`src/rtl/pc_sequencer_pkg.sv`:
```
// Shared encodings for the multicycle PC sequencer: next-PC selects,
// FSM state codes, opcode values and the bundled control-output struct.
// Latency: n/a (constants only). Backpressure: n/a.
package pc_sequencer_pkg;

    // Next-PC mux selects; PC_HOLD is presented whenever pc_we is low.
    localparam logic [1:0] PC_NEXT_INS = 2'b00;
    localparam logic [1:0] PC_REL_JMP  = 2'b01;
    localparam logic [1:0] PC_ABS_JMP  = 2'b10;
    localparam logic [1:0] PC_HOLD     = 2'b11;

    // FSM state encodings.
    localparam logic [2:0] S_IF   = 3'd0;
    localparam logic [2:0] S_ID   = 3'd1;
    localparam logic [2:0] S_EX   = 3'd2;
    localparam logic [2:0] S_MEM  = 3'd3;
    localparam logic [2:0] S_WB   = 3'd4;
    localparam logic [2:0] S_HALT = 3'd5;

    // Opcodes (IR[31:26]).
    localparam logic [5:0] OP_R    = 6'b000000;
    localparam logic [5:0] OP_J    = 6'b000010;
    localparam logic [5:0] OP_BEQ  = 6'b000100;
    localparam logic [5:0] OP_BNE  = 6'b000101;
    localparam logic [5:0] OP_ADDI = 6'b001000;
    localparam logic [5:0] OP_ORI  = 6'b001101;
    localparam logic [5:0] OP_LW   = 6'b100011;
    localparam logic [5:0] OP_SW   = 6'b101011;
    localparam logic [5:0] OP_HLT  = 6'b111111;

    // Combinational control outputs, grouped so the decode can default them in one go.
    typedef struct packed {
        logic       imem_req;
        logic       dmem_req;
        logic       ir_we;
        logic       pc_we;
        logic [1:0] pc_sel;
        logic       reg_we;
    } ctrl_t;

    localparam ctrl_t CTRL_IDLE = '{imem_req: 1'b0, dmem_req: 1'b0, ir_we: 1'b0,
                                    pc_we: 1'b0, pc_sel: PC_HOLD, reg_we: 1'b0};

    function automatic logic op_legal(input logic [5:0] op);
        case (op)
            OP_R, OP_J, OP_BEQ, OP_BNE, OP_ADDI,
            OP_ORI, OP_LW, OP_SW, OP_HLT: op_legal = 1'b1;
            default:                      op_legal = 1'b0;
        endcase
    endfunction

endpackage

```
`src/rtl/pc_sequencer_hs.sv`:
```
// Handshake wait timer: counts cycles a request waits without ack, flags expiry.
// Latency: expire is combinational from the count and the current req/ack.
// Backpressure: none; ack in the expiry cycle suppresses expire (ack wins).
// Ports: clk, rst (sync, active-high), clear (state change), req, ack -> expire.
module hs_timer #(
    parameter int TIMEOUT = 16
) (
    input  logic clk,
    input  logic rst,
    input  logic clear,
    input  logic req,
    input  logic ack,
    output logic expire
);

    logic [7:0] wait_cnt;

    always_ff @(posedge clk) begin
        if (rst || clear) begin
            wait_cnt <= 8'd0;
        end else if (req && !ack) begin
            wait_cnt <= wait_cnt + 8'd1;
        end
    end

    assign expire = req && !ack && (wait_cnt == 8'(TIMEOUT - 1));

endmodule

```
`src/rtl/pc_sequencer.sv`:
```
// Multicycle IF/ID/EX/MEM/WB control FSM driving PC, IR and register-file enables.
// Latency (zero-wait memory): J 2, BEQ/BNE 3, R/ADDI/ORI/SW 4, LW 5 cycles.
// Backpressure: stalls in IF/MEM until imem_ack/dmem_ack; TIMEOUT unacked cycles -> err + HALT.
// Ports: clk, RST (sync, active-high); opcode, zero, imem_ack, dmem_ack in;
//        imem_req, dmem_req, ir_we, pc_we, pc_sel, reg_we (comb) and halted, err, retired (reg) out.
module pc_sequencer
    import pc_sequencer_pkg::*;
#(
    parameter int TIMEOUT = 16
) (
    input  logic        clk,
    input  logic        RST,
    input  logic [5:0]  opcode,
    input  logic        zero,
    input  logic        imem_ack,
    input  logic        dmem_ack,
    output logic        imem_req,
    output logic        dmem_req,
    output logic        ir_we,
    output logic        pc_we,
    output logic [1:0]  pc_sel,
    output logic        reg_we,
    output logic        halted,
    output logic        err,
    output logic [31:0] retired
);

    logic [2:0]  state;
    logic [2:0]  state_nxt;
    ctrl_t       ctrl;
    logic        err_set;
    logic        retire;
    logic        halted_q;
    logic        err_q;
    logic [31:0] retired_q;

    // Timer request/ack derived from state rather than the decoded outputs,
    // which keeps expire -> decode free of a combinational loop.
    logic hs_req;
    logic hs_ack;
    logic expire;

    assign hs_req = (state == S_IF) || (state == S_MEM);
    assign hs_ack = (state == S_IF) ? imem_ack : dmem_ack;

    hs_timer #(.TIMEOUT(TIMEOUT)) u_hs_timer (
        .clk    (clk),
        .rst    (RST),
        .clear  (state_nxt != state),
        .req    (hs_req),
        .ack    (hs_ack),
        .expire (expire)
    );

    always_comb begin
        ctrl      = CTRL_IDLE;
        state_nxt = state;
        err_set   = 1'b0;
        retire    = 1'b0;

        case (state)
            S_IF: begin
                ctrl.imem_req = 1'b1;
                if (imem_ack) begin
                    ctrl.ir_we = 1'b1;
                    state_nxt  = S_ID;
                end else if (expire) begin
                    err_set   = 1'b1;
                    state_nxt = S_HALT;
                end
            end
            S_ID: begin
                if (opcode == OP_J) begin
                    ctrl.pc_we  = 1'b1;
                    ctrl.pc_sel = PC_ABS_JMP;
                    retire      = 1'b1;
                    state_nxt   = S_IF;
                end else if (opcode == OP_HLT) begin
                    retire    = 1'b1;
                    state_nxt = S_HALT;
                end else if (!op_legal(opcode)) begin
                    err_set   = 1'b1;
                    state_nxt = S_HALT;
                end else begin
                    state_nxt = S_EX;
                end
            end
            S_EX: begin
                case (opcode)
                    OP_BEQ, OP_BNE: begin
                        ctrl.pc_we = 1'b1;
                        // BEQ takes on zero, BNE on !zero; opcode[0] distinguishes them.
                        ctrl.pc_sel = (zero ^ opcode[0]) ? PC_REL_JMP : PC_NEXT_INS;
                        retire      = 1'b1;
                        state_nxt   = S_IF;
                    end
                    OP_LW, OP_SW:         state_nxt = S_MEM;
                    OP_R, OP_ADDI, OP_ORI: state_nxt = S_WB;
                    // IR is stable after ID, so anything else here means a corrupted
                    // instruction word; treat it like an illegal opcode.
                    default: begin
                        err_set   = 1'b1;
                        state_nxt = S_HALT;
                    end
                endcase
            end
            S_MEM: begin
                ctrl.dmem_req = 1'b1;
                if (dmem_ack) begin
                    if (opcode == OP_SW) begin
                        ctrl.pc_we  = 1'b1;
                        ctrl.pc_sel = PC_NEXT_INS;
                        retire      = 1'b1;
                        state_nxt   = S_IF;
                    end else begin
                        state_nxt = S_WB;
                    end
                end else if (expire) begin
                    err_set   = 1'b1;
                    state_nxt = S_HALT;
                end
            end
            S_WB: begin
                ctrl.reg_we = 1'b1;
                ctrl.pc_we  = 1'b1;
                ctrl.pc_sel = PC_NEXT_INS;
                retire      = 1'b1;
                state_nxt   = S_IF;
            end
            S_HALT: begin
                state_nxt = S_HALT;
            end
            default: begin
                state_nxt = S_IF;
            end
        endcase

        // Reset abandons the instruction in flight: no enables escape this cycle.
        if (RST) begin
            ctrl      = CTRL_IDLE;
            state_nxt = S_IF;
            err_set   = 1'b0;
            retire    = 1'b0;
        end
    end

    always_ff @(posedge clk) begin
        if (RST) begin
            state     <= S_IF;
            halted_q  <= 1'b0;
            err_q     <= 1'b0;
            retired_q <= 32'd0;
        end else begin
            state    <= state_nxt;
            halted_q <= (state_nxt == S_HALT);
            if (err_set) begin
                err_q <= 1'b1;
            end
            if (retire) begin
                retired_q <= retired_q + 32'd1;
            end
        end
    end

    assign imem_req = ctrl.imem_req;
    assign dmem_req = ctrl.dmem_req;
    assign ir_we    = ctrl.ir_we;
    assign pc_we    = ctrl.pc_we;
    assign pc_sel   = ctrl.pc_sel;
    assign reg_we   = ctrl.reg_we;
    assign halted   = halted_q;
    assign err      = err_q;
    assign retired  = retired_q;

endmodule

```
`config.mk`:
```
export PLATFORM = sky130hd
export DESIGN_NAME = pc_sequencer
export DESIGN_NICKNAME = d
export VERILOG_FILES = /design/src/rtl/pc_sequencer_pkg.sv /design/src/rtl/pc_sequencer_hs.sv /design/src/rtl/pc_sequencer.sv
export SDC_FILE = /design/constraint.sdc
export NUM_CORES = 1
export LEC_CHECK = 0
export CAP_MARGIN = 10
export CELL_PAD_IN_SITES_DETAIL_PLACEMENT = 1
export CELL_PAD_IN_SITES_GLOBAL_PLACEMENT = 2
export CORE_ASPECT_RATIO = 0.75
export CORE_MARGIN = 2
export CORE_UTILIZATION = 32
export DETAILED_ROUTE_END_ITERATION = 6
export HOLD_SLACK_MARGIN = 0.12
export PLACE_DENSITY_LB_ADDON = 0.1
export SYNTH_ARGS = -nofsm -noshare
export SYNTH_HDL_FRONTEND = slang
export SYNTH_SLANG_ARGS = --single-unit
```
`constraint.sdc`:
```
create_clock -name clk -period 3.1 [get_ports clk]
set_input_delay 0.31 -clock clk [delete_from_list [all_inputs] [get_ports clk]]
set_output_delay 0.31 -clock clk [all_outputs]
set_load 0.1 [all_outputs]
```
# ---- After elaboration in Yosys (flattened, before gate mapping)
# Cells that the tools add are included.
dict set report classes {
  addsub 2
  eq_ne 16
  mux 43
  n_bitwise 1
  n_reduce_logical 12
}
# op n
set ops {}
lappend ops {{$mux W3} 12}
lappend ops {{$add A32 B1 Y32 const B} 1}
lappend ops {{$mux W1} 25}
lappend ops {{$eq A6 B6 Y1 const B} 3}
lappend ops {{$pmux W3 S5} 1}
lappend ops {{$eq A6 B3 Y1 const B} 2}
lappend ops {{$eq A6 B4 Y1 const B} 2}
lappend ops {{$pmux W3 S4} 1}
lappend ops {{$eq A3 B3 Y1 const B} 3}
lappend ops {{$pmux W3 S3} 1}
lappend ops {{$reduce_or A9 Y1} 1}
lappend ops {{$add A8 B1 Y8 const B} 1}
lappend ops {{$eq A8 B4 Y1 const B} 1}
lappend ops {{$pmux W1 S4} 2}
lappend ops {{$mux W7} 1}
lappend ops {{$reduce_or A7 Y1} 1}
lappend ops {{$eq A3 B2 Y1 const B} 2}
lappend ops {{$eq A6 B2 Y1 const B} 1}
lappend ops {{$logic_not A6 Y1} 1}
lappend ops {{$reduce_or A2 Y1} 2}
lappend ops {{$eq A3 B1 Y1 const B} 1}
lappend ops {{$logic_not A3 Y1} 1}
lappend ops {{$ne A3 B3 Y1} 1}
lappend ops {{$reduce_or A3 Y1} 1}
lappend ops {{4 further kinds} 6}
dict set report word_totals {
  regBits 45
  inputBits 11
  output_inout_bits 41
}

# ---- Depth between registers and ports, before layout
dict set report logic_depth {
  ltp_word 13
  mapped_depth 9
  mapped_depth_nobuf 7
}

# ---- Hierarchy
# From an unflattened synthesis, not the netlist that was laid out.
dict set report hier_totals {
  cells_unflattened 324
  hier_area_um2 2726.4
}
# mod n_inst cells_each area_each_um2 seq_area_each_um2
set modules_own_cells {}
lappend modules_own_cells {pc_sequencer 1 280 2343.5 740.7}
lappend modules_own_cells {hs_timer 1 44 382.9 160.2}

# ---- Worst setup path before layout
# No wires, ideal clock.
dict set report synth_timing {
  path_type {reg2out}
  startpoint {register state[0]}
  endpoint {output port ir_we}
  t_arrival_ps 4574
  required_ps 2790
  setup_slack_ps -1784
  path_stages_with_launch 5
  n_path_buf 2
  cell_sequence {dfxtp_1 > buf_2 > clkbuf_1 > nor4_1 > and2_1}
}
dict set report synth_between {
  elab_chain_cells 3
}
# item line_no
set synth_rtl {}
lappend synth_rtl {{start, declared} pc_sequencer.sv:28} ;# logic [2:0] state;
lappend synth_rtl {{start signal, assigned} pc_sequencer.sv:154} ;# state <= state_nxt;
lappend synth_rtl {{$logic_not A3 Y1} pc_sequencer.sv:61} ;# case (state)
lappend synth_rtl {{$mux W1} pc_sequencer.sv:61}
lappend synth_rtl {{$mux W7} pc_sequencer.sv:139} ;# if (RST) begin
lappend synth_rtl {{end, declared} pc_sequencer.sv:19} ;# output logic ir_we,
# No other way between the ends.

# ---- Worst setup path after layout
dict set report layout_timing {
  startpoint {register state[1]}
  endpoint {output port pc_we}
}
dict set report layout_between {
  elab_chain_cells 3
  elab_cells_between_ends 6
  cone_classes {eq/ne: 4; mux: 2}
}
# item line_no
set layout_rtl {}
lappend layout_rtl {{$eq A3 B3 Y1 (tied with other cells)} pc_sequencer.sv:61}
lappend layout_rtl {{$pmux W3 S4 *} pc_sequencer.sv:61}
lappend layout_rtl {{$mux W7 *} pc_sequencer.sv:139}
lappend layout_rtl {{end, declared} pc_sequencer.sv:20} ;# output logic pc_we,
# Mark *: on every way between the ends. The rest lies on a longest branch, timed or not.

==> results.py <==
metrics = {
    "cells_and_area": {
        "layout_common_cells": "dfxtp_1, buf_4, nor2_1, a21oi_1",
        "fin_area_um2": 3350,
        "final_common_cell": "dfxtp_1",
        "num_antenna_cells": 0,
        "drive_above_1_share_pct": 13.9,
        "fin_util_pct": 42.6,
        "final_nets": 380,
        "area_growth_pct": 29.8,
    },
    "timing": {
        "timing.final.hold_violations": 0,
        "fmax_mhz": 368,
        "min_period_ns": 2.72,
        "fin_crit_sh_pct": 87.6,
        "relSlewSlack_pct": 35.0,
        "setup_viol": 0,
        "slew_viol_final": 0,
        "clock_skew_ns": 0.00529,
        "rsz0062_at_grt": "no",
        "worst_slew_pin_slew_ns": 0.973,
    },
    "critical_path": {
        "start_kind": "flop",
        "arrival_ns": 2.41,
        "critical_path.max_fanout": 21,
        "worstSetupEndpointType": "output pin",
        "crit_type": "flop to output pin",
        "worstPathRequired_ns": 2.79,
    },
    "floorplan": {
        "rows": 28,
        "initial_core_util_pct": 32.8,
        "core_area_um2": 7850,
        "ioPinCount": 52,
        "die_x_um": 108,
        "die_h_um": 81.7,
        "fp.dieArea_um2": 8800,
    },
    "routing": {
        "ant_nets": 0,
        "wl_met2_um": 3040,
        "wl_met3_um": 286,
        "drc": 0,
        "first_iter_violations": 108,
        "top_layer_used": "met4",
        "drt_wl_total_um": 7460,
        "vias": 2515,
        "drtPass1Iterations": 4,
        "wl_met1_um": 4080,
        "routedWlPerCell_um": 15.8,
        "viasPerCell": 5.32,
    },
    "clock_network": {
        "postCtsSetupBuffers": 0,
        "clk_pin_slew_worst_paths_ns": 0.09,
        "clock_sinks": 45,
        "ctsHoldBuffers": 0,
        "post_cts_resized": 0,
        "numCtsBuffers": 5,
        "cts_max_path_buffers": 2,
        "clockRootBuffer": "clkbuf_8",
        "insertion_delay_ns": 0.30,
        "cts_tree": "done",
        "htreeDepth": 2,
    },
    "run_status": {
        "status": "finished, final reports clean",
    },
    "synth": {
        "synth-edff-count": 0,
        "netlist.area_leader.share_pct": 35.0,
        "netlist_area_um2": 2580,
        "ys_seq_elements": 45,
        "synth-seq-area-share_pct": 35.0,
        "synth_ff_type": "dfxtp_1",
        "yosys.cell_types.count": 50,
        "asyncSetResetFlopFracSynth_pct": 0,
        "postSynthCellCount": 318,
        "ys_top_cells_by_area": "dfxtp_1, xnor2_1, a21oi_1",
        "ys.warnings.count": 0,
        "syn-num-nets": 331,
        "syn_area_per_cell_um2": 8.11,
        "synth_top_area_cell": "dfxtp_1",
    },
    "grt": {
        "grt_max_degree": 25,
        "grt_antenna_before_repair": 0,
        "grt.total_usage_pct": 17.4,
        "grt_pass1_wl_um": 12100,
        "grt_overflow": 0,
        "grt_pass1_vias": 2346,
    },
    "min_path": {
        "hold_path_class": "flop to flop",
    },
    "flow_run": {
        "maxCapViolCount": 0,
    },
    "placement": {
        "placed_area_um2": 3230,
        "io_buffer_count": 51,
        "routabilityCongestion": 0.837,
        "dpl.hpwl_um": 5510,
    },
    "power_and_ir_drop": {
        "leakage_nw": 1.10,
        "ir_worst_vdd_mv": 0.190,
        "powerDensity_nw_per_um2": 415,
    },
}
-- final timing paths --
check	startpoint	slack, ns	end	cells after the start
max	state[1]$_SDFF_PP0_	0.38	pc_we	6
min	retired[24]$_SDFFE_PP0P_	0.49	retired[24]$_SDFFE_PP0P_	2
max reg2reg	retired[7]$_SDFFE_PP0P_	0.49	retired[23]$_SDFFE_PP0P_	6
min reg2reg	retired[24]$_SDFFE_PP0P_	0.49	retired[24]$_SDFFE_PP0P_	2
-- synth_stat cells, drive strengths merged (5+ instances only) --
cell type and instances:
nand2 18, nor2 28, o31ai 10, nand4 6
nand3b 5, nor2b 5, buf 8, nor3 12
clkbuf 10, o21ai 7, dfxtp 45, inv 14
nand2b 5, xnor2 23, or4 9, a211oi 11
nand3 17, a21oi 28
-- kinds of logic after synthesis --
kind of cell    count (synthesis)  synth area share [%]
simple gates                  127                  26.9
mux                             1                 0.388
buf+inv                        32                  5.24
flops                          45                  35.0
compound gates                 84                  22.3
xor+xnor                       27                  9.17
fa+ha+maj                       2                 0.971
-- layout make-up --
class                           count  area [µm²]
Fill cell                         965        4500
Multi-Input combinational cell    241        1550
Sequential cell                    45         901
Timing Repair Buffer               60         596
Tap cell                          105         131
Clock buffer                        6        72.6
Inverter                           14        52.6
Clock inverter                      2        38.8
-- through the flow --
| stage | setup WS [ns] | instances | hold WS (ns) | total power (W) | setup TNS, ns |
|---|---|---|---|---|---|
| 6_report | 0.383 | 473 | 0.487 | 0.00139 | 0 |
| 5_1_grt | 0.173 | 473 | 0.519 | 0.00147 | 0 |
| 4_1_cts | 0.398 | 473 | 0.492 | 0.00141 | 0 |
| 3_5_place_dp | 0.281 | 465 | 0.480 | 0.000954 | 0 |
| 3_3_place_gp | 0.348 | 465 | 0.474 | 0.000955 | 0 |
| 2_1_floorplan | -0.529 | 318 | 0.473 | 0.000842 | -0.529 |
-- flip-flops by register name, summed over array words and instances, names as in the netlist --
name and count:
state 3, retired 32, err 1, u_hs_timer.wait_cnt 8
halted 1
-- critical path: stages, from the launching register on --
cell and delay [ns]:
dfxtp_1 0.63, nor3b_1 0.41, a41oi_1 0.20, o21a_1 0.16
buf_4 0.22, a21oi_1 0.27, buf_12 0.22
-- metal layers --
metal	vias to the layer above	track usage (%)
met5	-	0
met3	4	3.02
met1	1200	26.7
li1	1266	-
met2	45	25.0
met4	0	4.23
-- power breakdown --
group | internal (W) | leakage (nW) | switching, W
logic | 0.000112 | 0.678 | 0.000215
registers | 0.000589 | 0.363 | 0.0000233
clock network | 0.000242 | 0.0554 | 0.000208
No activity file was read; power rests on OpenSTA's default activity.
